--- config.mk ---
export PLATFORM = sky130hd
export DESIGN_NAME = decode_pipe_flat
export DESIGN_NICKNAME = d
export VERILOG_FILES = /design/src/rtl/decode_pipe_if.sv /design/src/rtl/decode_pipe.sv /design/src/flat_wrapper.sv
export SDC_FILE = /design/constraint.sdc
export NUM_CORES = 1
export LEC_CHECK = 0
export BUFFER_PORTS_ARGS = -buffer_cell sky130_fd_sc_hd__clkbuf_2
export CORE_MARGIN = 10
export CORE_UTILIZATION = 44
export CTS_CLUSTER_SIZE = 25
export DETAILED_ROUTE_END_ITERATION = 10
export PLACE_DENSITY = 0.77
export RECOVER_POWER = 50
export SLEW_MARGIN = 15
export SYNTH_ARGS = -nofsm -noshare
export SYNTH_HDL_FRONTEND = slang
export SYNTH_SLANG_ARGS = --single-unit
--- constraint.sdc ---
create_clock -name clk -period 1.5 [get_ports clk]
set_clock_uncertainty 0.1 [all_clocks]
set_input_delay 0.15 -clock clk [delete_from_list [all_inputs] [get_ports clk]]
set_output_delay 0.15 -clock clk [all_outputs]
set_load 0.05 [all_outputs]
--- src/rtl/decode_pipe_if.sv ---
// Handshake bundle between instruction fetch, decode_pipe and the ALU/register-file stage.
// The decoder uses the slave view; the fetch/consumer side uses the master view.
interface decode_pipe_if #(
    parameter int OP_W = 4
);
    logic            en;
    logic            flush;
    logic            in_valid;
    logic [OP_W-1:0] in_opcode;
    logic            in_ready;
    logic            out_valid;
    logic            out_ready;
    logic [2:0]      out_alu_ctrl;
    logic [1:0]      out_update_flags;
    logic [1:0]      out_regfile_ctrl;
    logic            out_branch;
    logic            out_illegal;
    logic [OP_W-1:0] out_opcode;
    logic            busy;

    modport slave (
        input  en, flush, in_valid, in_opcode, out_ready,
        output in_ready, out_valid, out_alu_ctrl, out_update_flags, out_regfile_ctrl,
               out_branch, out_illegal, out_opcode, busy
    );

    modport master (
        output en, flush, in_valid, in_opcode, out_ready,
        input  in_ready, out_valid, out_alu_ctrl, out_update_flags, out_regfile_ctrl,
               out_branch, out_illegal, out_opcode, busy
    );
endinterface

--- src/rtl/decode_pipe.sv ---
// Registered micro-op decoder with valid/ready flow control, branch/illegal flags and flush.
// Define DECODE_MUL_EN to enable the multi-cycle MUL sub-op and its STALL state.
module decode_pipe #(
    parameter int OP_W    = 4,
    parameter int MUL_LAT = 3
) (
    input  logic         clk,
    input  logic         rst,
    decode_pipe_if.slave bus
);
    if (OP_W < 4) begin : g_bad_op_w
        $error("decode_pipe: OP_W must be at least 4");
    end
    if (MUL_LAT < 1 || MUL_LAT > 15) begin : g_bad_mul_lat
        $error("decode_pipe: MUL_LAT must be in 1..15");
    end

    typedef enum logic [2:0] {
        SUB_ADD = 3'd0,
        SUB_SUB = 3'd1,
        SUB_AND = 3'd2,
        SUB_OR  = 3'd3,
        SUB_LDA = 3'd4,
        SUB_LDB = 3'd5,
        SUB_MUL = 3'd6,
        SUB_NOP = 3'd7
    } subop_e;

    localparam logic [2:0] ALU_ADD = 3'b000;
    localparam logic [2:0] ALU_MUL = 3'b100;

    subop_e     sub_op;
    logic       rsvd;
    logic [2:0] dec_alu;
    logic [1:0] dec_flags;
    logic [1:0] dec_rf;
    logic       dec_branch;
    logic       dec_illegal;

    assign sub_op = subop_e'(bus.in_opcode[2:0]);

    if (OP_W > 4) begin : g_rsvd
        assign rsvd = |bus.in_opcode[OP_W-2:3];
    end else begin : g_no_rsvd
        assign rsvd = 1'b0;
    end

    always_comb begin
        // NOTE: every output is given a default before any branch so no path can infer a latch.
        dec_alu     = ALU_ADD;
        dec_flags   = 2'b00;
        dec_rf      = 2'b00;
        dec_branch  = 1'b0;
        dec_illegal = 1'b0;
        if (bus.en) begin
            if (bus.in_opcode[OP_W-1]) begin
                dec_branch = 1'b1;
            end else if (rsvd) begin
                dec_illegal = 1'b1;
            end else begin
                case (sub_op)
                    SUB_ADD, SUB_SUB: begin
                        dec_alu   = bus.in_opcode[2:0];
                        dec_flags = 2'b11;
                        dec_rf    = 2'b01;
                    end
                    SUB_AND, SUB_OR: begin
                        dec_alu   = bus.in_opcode[2:0];
                        dec_flags = 2'b10;
                        dec_rf    = 2'b01;
                    end
                    SUB_LDA: dec_rf = 2'b11;
                    SUB_LDB: dec_rf = 2'b10;
`ifdef DECODE_MUL_EN
                    SUB_MUL: begin
                        dec_alu   = ALU_MUL;
                        dec_flags = 2'b10;
                        dec_rf    = 2'b01;
                    end
`endif
                    default: ;
                endcase
            end
        end
    end

    logic            out_valid_q;
    logic [2:0]      alu_q;
    logic [1:0]      flags_q;
    logic [1:0]      rf_q;
    logic            branch_q;
    logic            illegal_q;
    logic [OP_W-1:0] opcode_q;
    logic            in_ready;
    logic            accept;
    logic            consume;

    assign accept  = bus.in_valid && in_ready;
    assign consume = out_valid_q && bus.out_ready;

    always_ff @(posedge clk) begin
        // NOTE: sequential state uses non-blocking assignments so every register samples pre-edge values.
        if (rst) begin
            out_valid_q <= 1'b0;
            alu_q       <= '0;
            flags_q     <= '0;
            rf_q        <= '0;
            branch_q    <= 1'b0;
            illegal_q   <= 1'b0;
            opcode_q    <= '0;
        end else if (bus.flush) begin
            out_valid_q <= 1'b0;
        end else if (accept) begin
            out_valid_q <= 1'b1;
            alu_q       <= dec_alu;
            flags_q     <= dec_flags;
            rf_q        <= dec_rf;
            branch_q    <= dec_branch;
            illegal_q   <= dec_illegal;
            opcode_q    <= bus.in_opcode;
        end else if (consume) begin
            out_valid_q <= 1'b0;
        end
    end

`ifdef DECODE_MUL_EN
    typedef enum logic {ST_RUN, ST_STALL} state_e;

    localparam logic [3:0] STALL_LEN = 4'(MUL_LAT - 1);

    state_e     state;
    state_e     state_nx;
    logic [3:0] cnt;
    logic [3:0] cnt_nx;

    always_ff @(posedge clk) begin
        if (rst) begin
            state <= ST_RUN;
            cnt   <= '0;
        end else begin
            state <= state_nx;
            cnt   <= cnt_nx;
        end
    end

    // A consumed MUL word holds off issue for MUL_LAT-1 further cycles.
    always_comb begin
        state_nx = state;
        cnt_nx   = cnt;
        if (bus.flush) begin
            state_nx = ST_RUN;
            cnt_nx   = '0;
        end else begin
            case (state)
                ST_RUN: begin
                    if (consume && alu_q == ALU_MUL && MUL_LAT > 1) begin
                        state_nx = ST_STALL;
                        cnt_nx   = STALL_LEN;
                    end
                end
                ST_STALL: begin
                    cnt_nx = cnt - 4'd1;
                    if (cnt <= 4'd1) state_nx = ST_RUN;
                end
                default: begin
                    state_nx = ST_RUN;
                    cnt_nx   = '0;
                end
            endcase
        end
    end

    // A held MUL word is never replaced in the cycle it leaves.
    assign in_ready = (state == ST_RUN) && !bus.flush &&
                      (!out_valid_q || (bus.out_ready && alu_q != ALU_MUL));
    assign bus.busy = (state == ST_STALL);
`else
    assign in_ready = !bus.flush && (!out_valid_q || bus.out_ready);
    assign bus.busy = 1'b0;
`endif

    assign bus.in_ready         = in_ready;
    assign bus.out_valid        = out_valid_q;
    assign bus.out_alu_ctrl     = alu_q;
    assign bus.out_update_flags = flags_q;
    assign bus.out_regfile_ctrl = rf_q;
    assign bus.out_branch       = branch_q;
    assign bus.out_illegal      = illegal_q;
    assign bus.out_opcode       = opcode_q;
endmodule

--- src/flat_wrapper.sv ---
// flat-port wrapper written by rule: the top's interface ports become plain ports
module decode_pipe_flat 
#(
    parameter int OP_W    = 4,
    parameter int MUL_LAT = 3
)
  (clk, rst, bus_en, bus_flush, bus_in_valid, bus_in_opcode, bus_out_ready, bus_in_ready, bus_out_valid, bus_out_alu_ctrl, bus_out_update_flags, bus_out_regfile_ctrl, bus_out_branch, bus_out_illegal, bus_out_opcode, bus_busy);
  decode_pipe_if #(.OP_W(OP_W)) bus_i ();
  input  logic clk;
  input  logic rst;
  input wire logic [$bits(bus_i.en)-1:0] bus_en;
  input wire logic [$bits(bus_i.flush)-1:0] bus_flush;
  input wire logic [$bits(bus_i.in_valid)-1:0] bus_in_valid;
  input wire logic [$bits(bus_i.in_opcode)-1:0] bus_in_opcode;
  input wire logic [$bits(bus_i.out_ready)-1:0] bus_out_ready;
  output wire logic [$bits(bus_i.in_ready)-1:0] bus_in_ready;
  output wire logic [$bits(bus_i.out_valid)-1:0] bus_out_valid;
  output wire logic [$bits(bus_i.out_alu_ctrl)-1:0] bus_out_alu_ctrl;
  output wire logic [$bits(bus_i.out_update_flags)-1:0] bus_out_update_flags;
  output wire logic [$bits(bus_i.out_regfile_ctrl)-1:0] bus_out_regfile_ctrl;
  output wire logic [$bits(bus_i.out_branch)-1:0] bus_out_branch;
  output wire logic [$bits(bus_i.out_illegal)-1:0] bus_out_illegal;
  output wire logic [$bits(bus_i.out_opcode)-1:0] bus_out_opcode;
  output wire logic [$bits(bus_i.busy)-1:0] bus_busy;
  assign bus_i.en = bus_en;
  assign bus_i.flush = bus_flush;
  assign bus_i.in_valid = bus_in_valid;
  assign bus_i.in_opcode = bus_in_opcode;
  assign bus_i.out_ready = bus_out_ready;
  assign bus_in_ready = bus_i.in_ready;
  assign bus_out_valid = bus_i.out_valid;
  assign bus_out_alu_ctrl = bus_i.out_alu_ctrl;
  assign bus_out_update_flags = bus_i.out_update_flags;
  assign bus_out_regfile_ctrl = bus_i.out_regfile_ctrl;
  assign bus_out_branch = bus_i.out_branch;
  assign bus_out_illegal = bus_i.out_illegal;
  assign bus_out_opcode = bus_i.out_opcode;
  assign bus_busy = bus_i.busy;
  decode_pipe #(.OP_W(OP_W), .MUL_LAT(MUL_LAT)) u_core (.clk(clk), .rst(rst), .bus(bus_i));
endmodule
Yosys cells after proc, flatten, opt, wreduce, memory -nomap -nowiden
Cells that the tools add are included.
{"block": "word_totals", "ff_bits": 13, "out_inout_bits": 16, "word_cells": 38}
{"block": "classes", "eq_ne": 5, "mux": 13, "bitwise": 1, "n_reduce_logical": 13}
{"cell": "3-bit 2-to-1 mux", "count": 3}
{"cell": "2-bit 2-to-1 mux", "count": 4}
{"cell": "3-bit by 2-bit equality test with 1-bit output, second input constant", "count": 2}
{"cell": "3-bit equality test, second input constant", "count": 2}
{"cell": "2-bit one-hot mux with 3 select lines", "count": 1}
{"cell": "2-bit OR reduction", "count": 3}
{"cell": "1-bit 2-to-1 mux", "count": 4}
{"cell": "2-bit one-hot mux with 2 select lines", "count": 1}
{"cell": "4-bit OR reduction", "count": 1}
{"cell": "3-bit by 1-bit equality test with 1-bit output, second input constant", "count": 1}
{"cell": "1-bit logical AND", "count": 3}
{"cell": "3-bit logical NOT", "count": 1}
{"cell": "1-bit logical NOT", "count": 2}
{"cell": "2-bit AND reduction", "count": 1}
{"cell": "2-bit nonzero test", "count": 1}
{"cell": "1-bit logical OR", "count": 1}
{"cell": "1-bit inverter", "count": 1}

Logic depth before layout (Yosys ltp)
{"block": "depth", "word_depth": 5, "depth_mapped": 4, "ltp_nobuf": 3}

Worst setup path after synthesis
OpenSTA, ideal clock, no wires.
{"block": "synth_timing", "kind": "reg-to-output", "from": "reg u_core.out_valid_q (netlist: u_core.bus.out_valid)", "to": "out bus_in_ready", "t_arrival_ps": 1466, "required_ps": 1250, "slack_ps": -216, "path_stages_with_launch": 4, "path_buffers": 1, "path_cell_list": "dfxtp_1 -> nor2b_4 -> buf_4 -> nor2_1"}
{"block": "synth_between", "elab_chain_cells": 3}
{"item": "start: declaration", "line_no": "decode_pipe.sv:87", "text": "logic out_valid_q;"}
{"item": "start signal: assignment", "line_no": "decode_pipe.sv:104", "text": "out_valid_q <= 1'b0;"}
{"item": "start signal: assignment", "line_no": "decode_pipe.sv:112", "text": "out_valid_q <= 1'b0;"}
{"item": "start signal: assignment", "line_no": "decode_pipe.sv:114", "text": "out_valid_q <= 1'b1;"}
{"item": "1-bit logical NOT", "line_no": "decode_pipe.sv:178", "text": "assign in_ready = !bus.flush && (!out_valid_q || bus.out_ready);"}
{"item": "1-bit logical OR", "line_no": "decode_pipe.sv:178"}
{"item": "1-bit logical AND", "line_no": "decode_pipe.sv:178"}
{"item": "end: declaration", "line_no": "flat_wrapper.sv:16", "text": "output wire logic [$bits(bus_i.in_ready)-1:0] bus_in_ready;"}
Every way passes these cells.

Final worst setup path
{"block": "layout_timing", "from": "reg u_core.out_valid_q (netlist: u_core.bus.out_valid)", "to": "out bus_out_valid"}
{"item": "end: declaration", "line_no": "flat_wrapper.sv:17", "text": "output wire logic [$bits(bus_i.out_valid)-1:0] bus_out_valid;"}
No word-level cell between the ends.

==> results.py <==
metrics = {
    "yosys": {
        "syn_area_um2": 594,
        "synthDistinctLibCells": 17,
        "seq_area_frac_synth": 0.438,
        "synth_warnings": 0,
        "synth.area.top_cells": "dfxtp_1, a21oi_1, o21ai_0",
        "synth_top_area_share": 0.438,
        "ys_seq_elements": 13,
        "ys_dominant_reg_cell": "dfxtp_1",
        "synth_top_area_cell": "dfxtp_1",
        "syn_inst": 67,
        "synth-edff-count": 0,
        "async_flop_share": 0,
        "syn_avg_cell_area_um2": 8.87,
    },
    "status": {
        "outcome": "finished, final reports clean",
    },
    "global_routing": {
        "grt_start_max_net_pins": 14,
        "grt.total_usage": 0.0826,
        "grt_pass1_vias": 499,
        "antenna_found_initial": 0,
        "grt_pass1_wl_mm": 2.21,
        "grt-ovfl-total": 0,
    },
    "critical_path": {
        "critPathArrivalTime_ps": 1090,
        "crit_family": "buffers and inverters",
        "cp_slowest_stage_delay_ps": 480,
        "worstReg2RegEnd": "u_core.bus.out_opcode[1]",
        "slowest_stage": "clkbuf_1",
        "r2r_slack_ps": 350,
        "critPathBufInv": 1,
        "crit_end": "bus_out_valid",
        "r2r-start": "u_core.bus.out_valid",
        "r2r_cells": 3,
        "crit_type": "flip-flop to output pin",
        "startpoint": "u_core.bus.out_valid",
        "cp_max_fo": 3,
        "cp-end-kind": "output pin",
        "cp-start-kind": "flip-flop",
        "crit_required_ps": 1250,
        "crit_chain": "clkbuf_1",
        "cp_num_cells": 1,
    },
    "finish": {
        "utilization": 0.547,
        "seq_area_um2": 260,
        "diodes": 0,
        "n_fill_cell": 131,
        "multi_input_area_um2": 280,
        "areaGrowthSynthToFinish_pct": 18.3,
        "nNetsFinal": 101,
        "post_route_cells_drive_above_1_share": 0.244,
    },
    "routing": {
        "drc": 0,
        "avgRoutedWirePerCell_um": 13.2,
        "routed_wl_mm": 1.38,
        "drt-vias-per-instance": 5.13,
        "drtIter0Drc": 18,
        "vias": 539,
        "drt-pass1-iter-count": 6,
        "ant_nets": 0,
    },
    "clock_network": {
        "cts_tree": "built",
        "path_clk_slew_ps": 70,
        "cts-root-buf": "clkbuf_4",
        "cts_hold_buf": 0,
        "cts_sinks": 13,
        "cts_inserted_buffers": 3,
        "post_cts_resized": 0,
        "clk_latency_ps": 270,
        "postCtsSetupRepairBufs": 0,
        "cts_max_level": 1,
        "clockBufferDepth": 2,
    },
    "run": {
        "maxCapViolCount": 0,
    },
    "sta": {
        "worst_pin_slew_ps": 605,
        "setup_tns_ps": 0,
        "slew_viol_final": 0,
        "setup_viol": 0,
        "fmax_mhz": 748,
        "grt_setup_unrepaired": "no",
        "min_period_over_period": 0.891,
        "hold_viol_final": 0,
        "max_slew_margin": 0.598,
        "period_needed_ps": 1340,
    },
    "floorplanning": {
        "core_mm2": 0.00128,
        "initial_utilization": 0.463,
        "die_y_um": 56.8,
        "dieArea_mm2": 0.00322,
        "design.portCount": 26,
        "die_w_um": 56.8,
        "rows": 13,
    },
    "placed_design": {
        "io_buffer_count": 23,
        "gp_congestion": 0.834,
        "hpwl_mm": 1.04,
    },
    "power": {
        "power_leakage_nw": 0.263,
        "fin_total_pwr_mw": 0.689,
        "powerDensity_mw_per_mm2": 979,
        "peakVddDrop_v": 0.000709,
    },
    "hold_path": {
        "hold_path_class": "primary input to flip-flop",
    },
}
==> synthesized netlist by cell type, types with 2 or more instances <==
cell / count
buf_4: 3
buf_6: 3
nor2b_1: 2
o21ai_0: 12
dfxtp_1: 13
nor2b_4: 2
a21oi_1: 12
nand3_1: 5
nand2b_1: 2
nor2_1: 2
nand4_1: 5
==> per-layer routing <==
metal | share of wire | GRT usage | up-vias
li1 | - | - | 281
met1 | 0.41 | 0.0910 | 239
met2 | 0.47 | 0.122 | 17
met3 | 0.11 | 0.0697 | 2
met4 | 0.0043 | 0.0101 | 0
met5 | 0 | 0 | -
==> how the worst min path moves through the flow <==
stage                     startpoint                       end  slack [ps]  cells past startpoint
after CTS                  bus_flush      u_core.bus.out_valid          30                      2
after global placement     bus_flush      u_core.bus.out_valid         310                      2
final                      bus_flush      u_core.bus.out_valid          40                      2
after detailed placement   bus_flush      u_core.bus.out_valid         320                      2
after floorplan                  rst  u_core.bus.out_opcode[0]         120                      1
after global routing       bus_flush      u_core.bus.out_valid          40                      2
==> layout make-up <==
| class | instances | area share |
|---|---|---|
| Timing Repair Buffer | 25 | 0.167 |
| Sequential cell | 13 | 0.370 |
| Tap cell | 15 | 0.0267 |
| Clock buffer | 4 | 0.0374 |
| Multi-Input combinational cell | 48 | 0.399 |
==> cells in the final DEF, fill, tap and decap left out <==
master	count
conb_1	2
clkbuf_4	3
nor2_1	1
nor2b_4	2
nand4_1	5
or2b_1	1
clkbuf_1	11
nor2_2	1
buf_4	2
nor3b_2	1
o21ai_0	12
a21oi_1	12
nor3_1	1
nor2b_1	2
dfxtp_1	13
clkbuf_2	13
nand4b_1	1
nand3_1	5
nand2b_1	2
==> sequential cells by signal, summed over array words and instances (netlist names) <==
register,cells
u_core.bus.out_update_flags,2
u_core.bus.out_alu_ctrl,3
u_core.bus.out_branch,1
u_core.bus.out_opcode,4
u_core.bus.out_valid,1
u_core.bus.out_regfile_ctrl,2
==> stage by stage <==
stage | setup WS [ps] | hold slack [ps] | instances | instance area (um^2)
2_1_floorplan | 16.4 | 119 | 68 | 601
3_3_place_gp | 374 | 306 | 99 | 674
3_5_place_dp | 357 | 318 | 99 | 674
4_1_cts | 52.2 | 26.2 | 103 | 701
5_1_grt | 114 | 37.1 | 105 | 703
6_report | 163 | 37.1 | 105 | 703
==> power by group <==
part           total, mW  internal (mW)  switching, mW
Sequential         0.358          0.354        0.00423
Clock              0.209          0.103          0.106
Combinational      0.121         0.0313         0.0898
Total              0.689          0.488          0.200
==> kinds of logic (layout without fill, tap and decap cells) <==
| family | after synthesis | count (layout) | synth area share |
|---|---|---|---|
| AND/OR/NAND/NOR | 22 | 22 | 0.253 |
| buffers and inverters | 7 | 29 | 0.101 |
| flip-flops | 13 | 13 | 0.438 |
| other | 1 | 2 | 0.00631 |
| AO/OA/AOI/OAI | 24 | 24 | 0.202 |
Power figures use the tool's default switching activity.
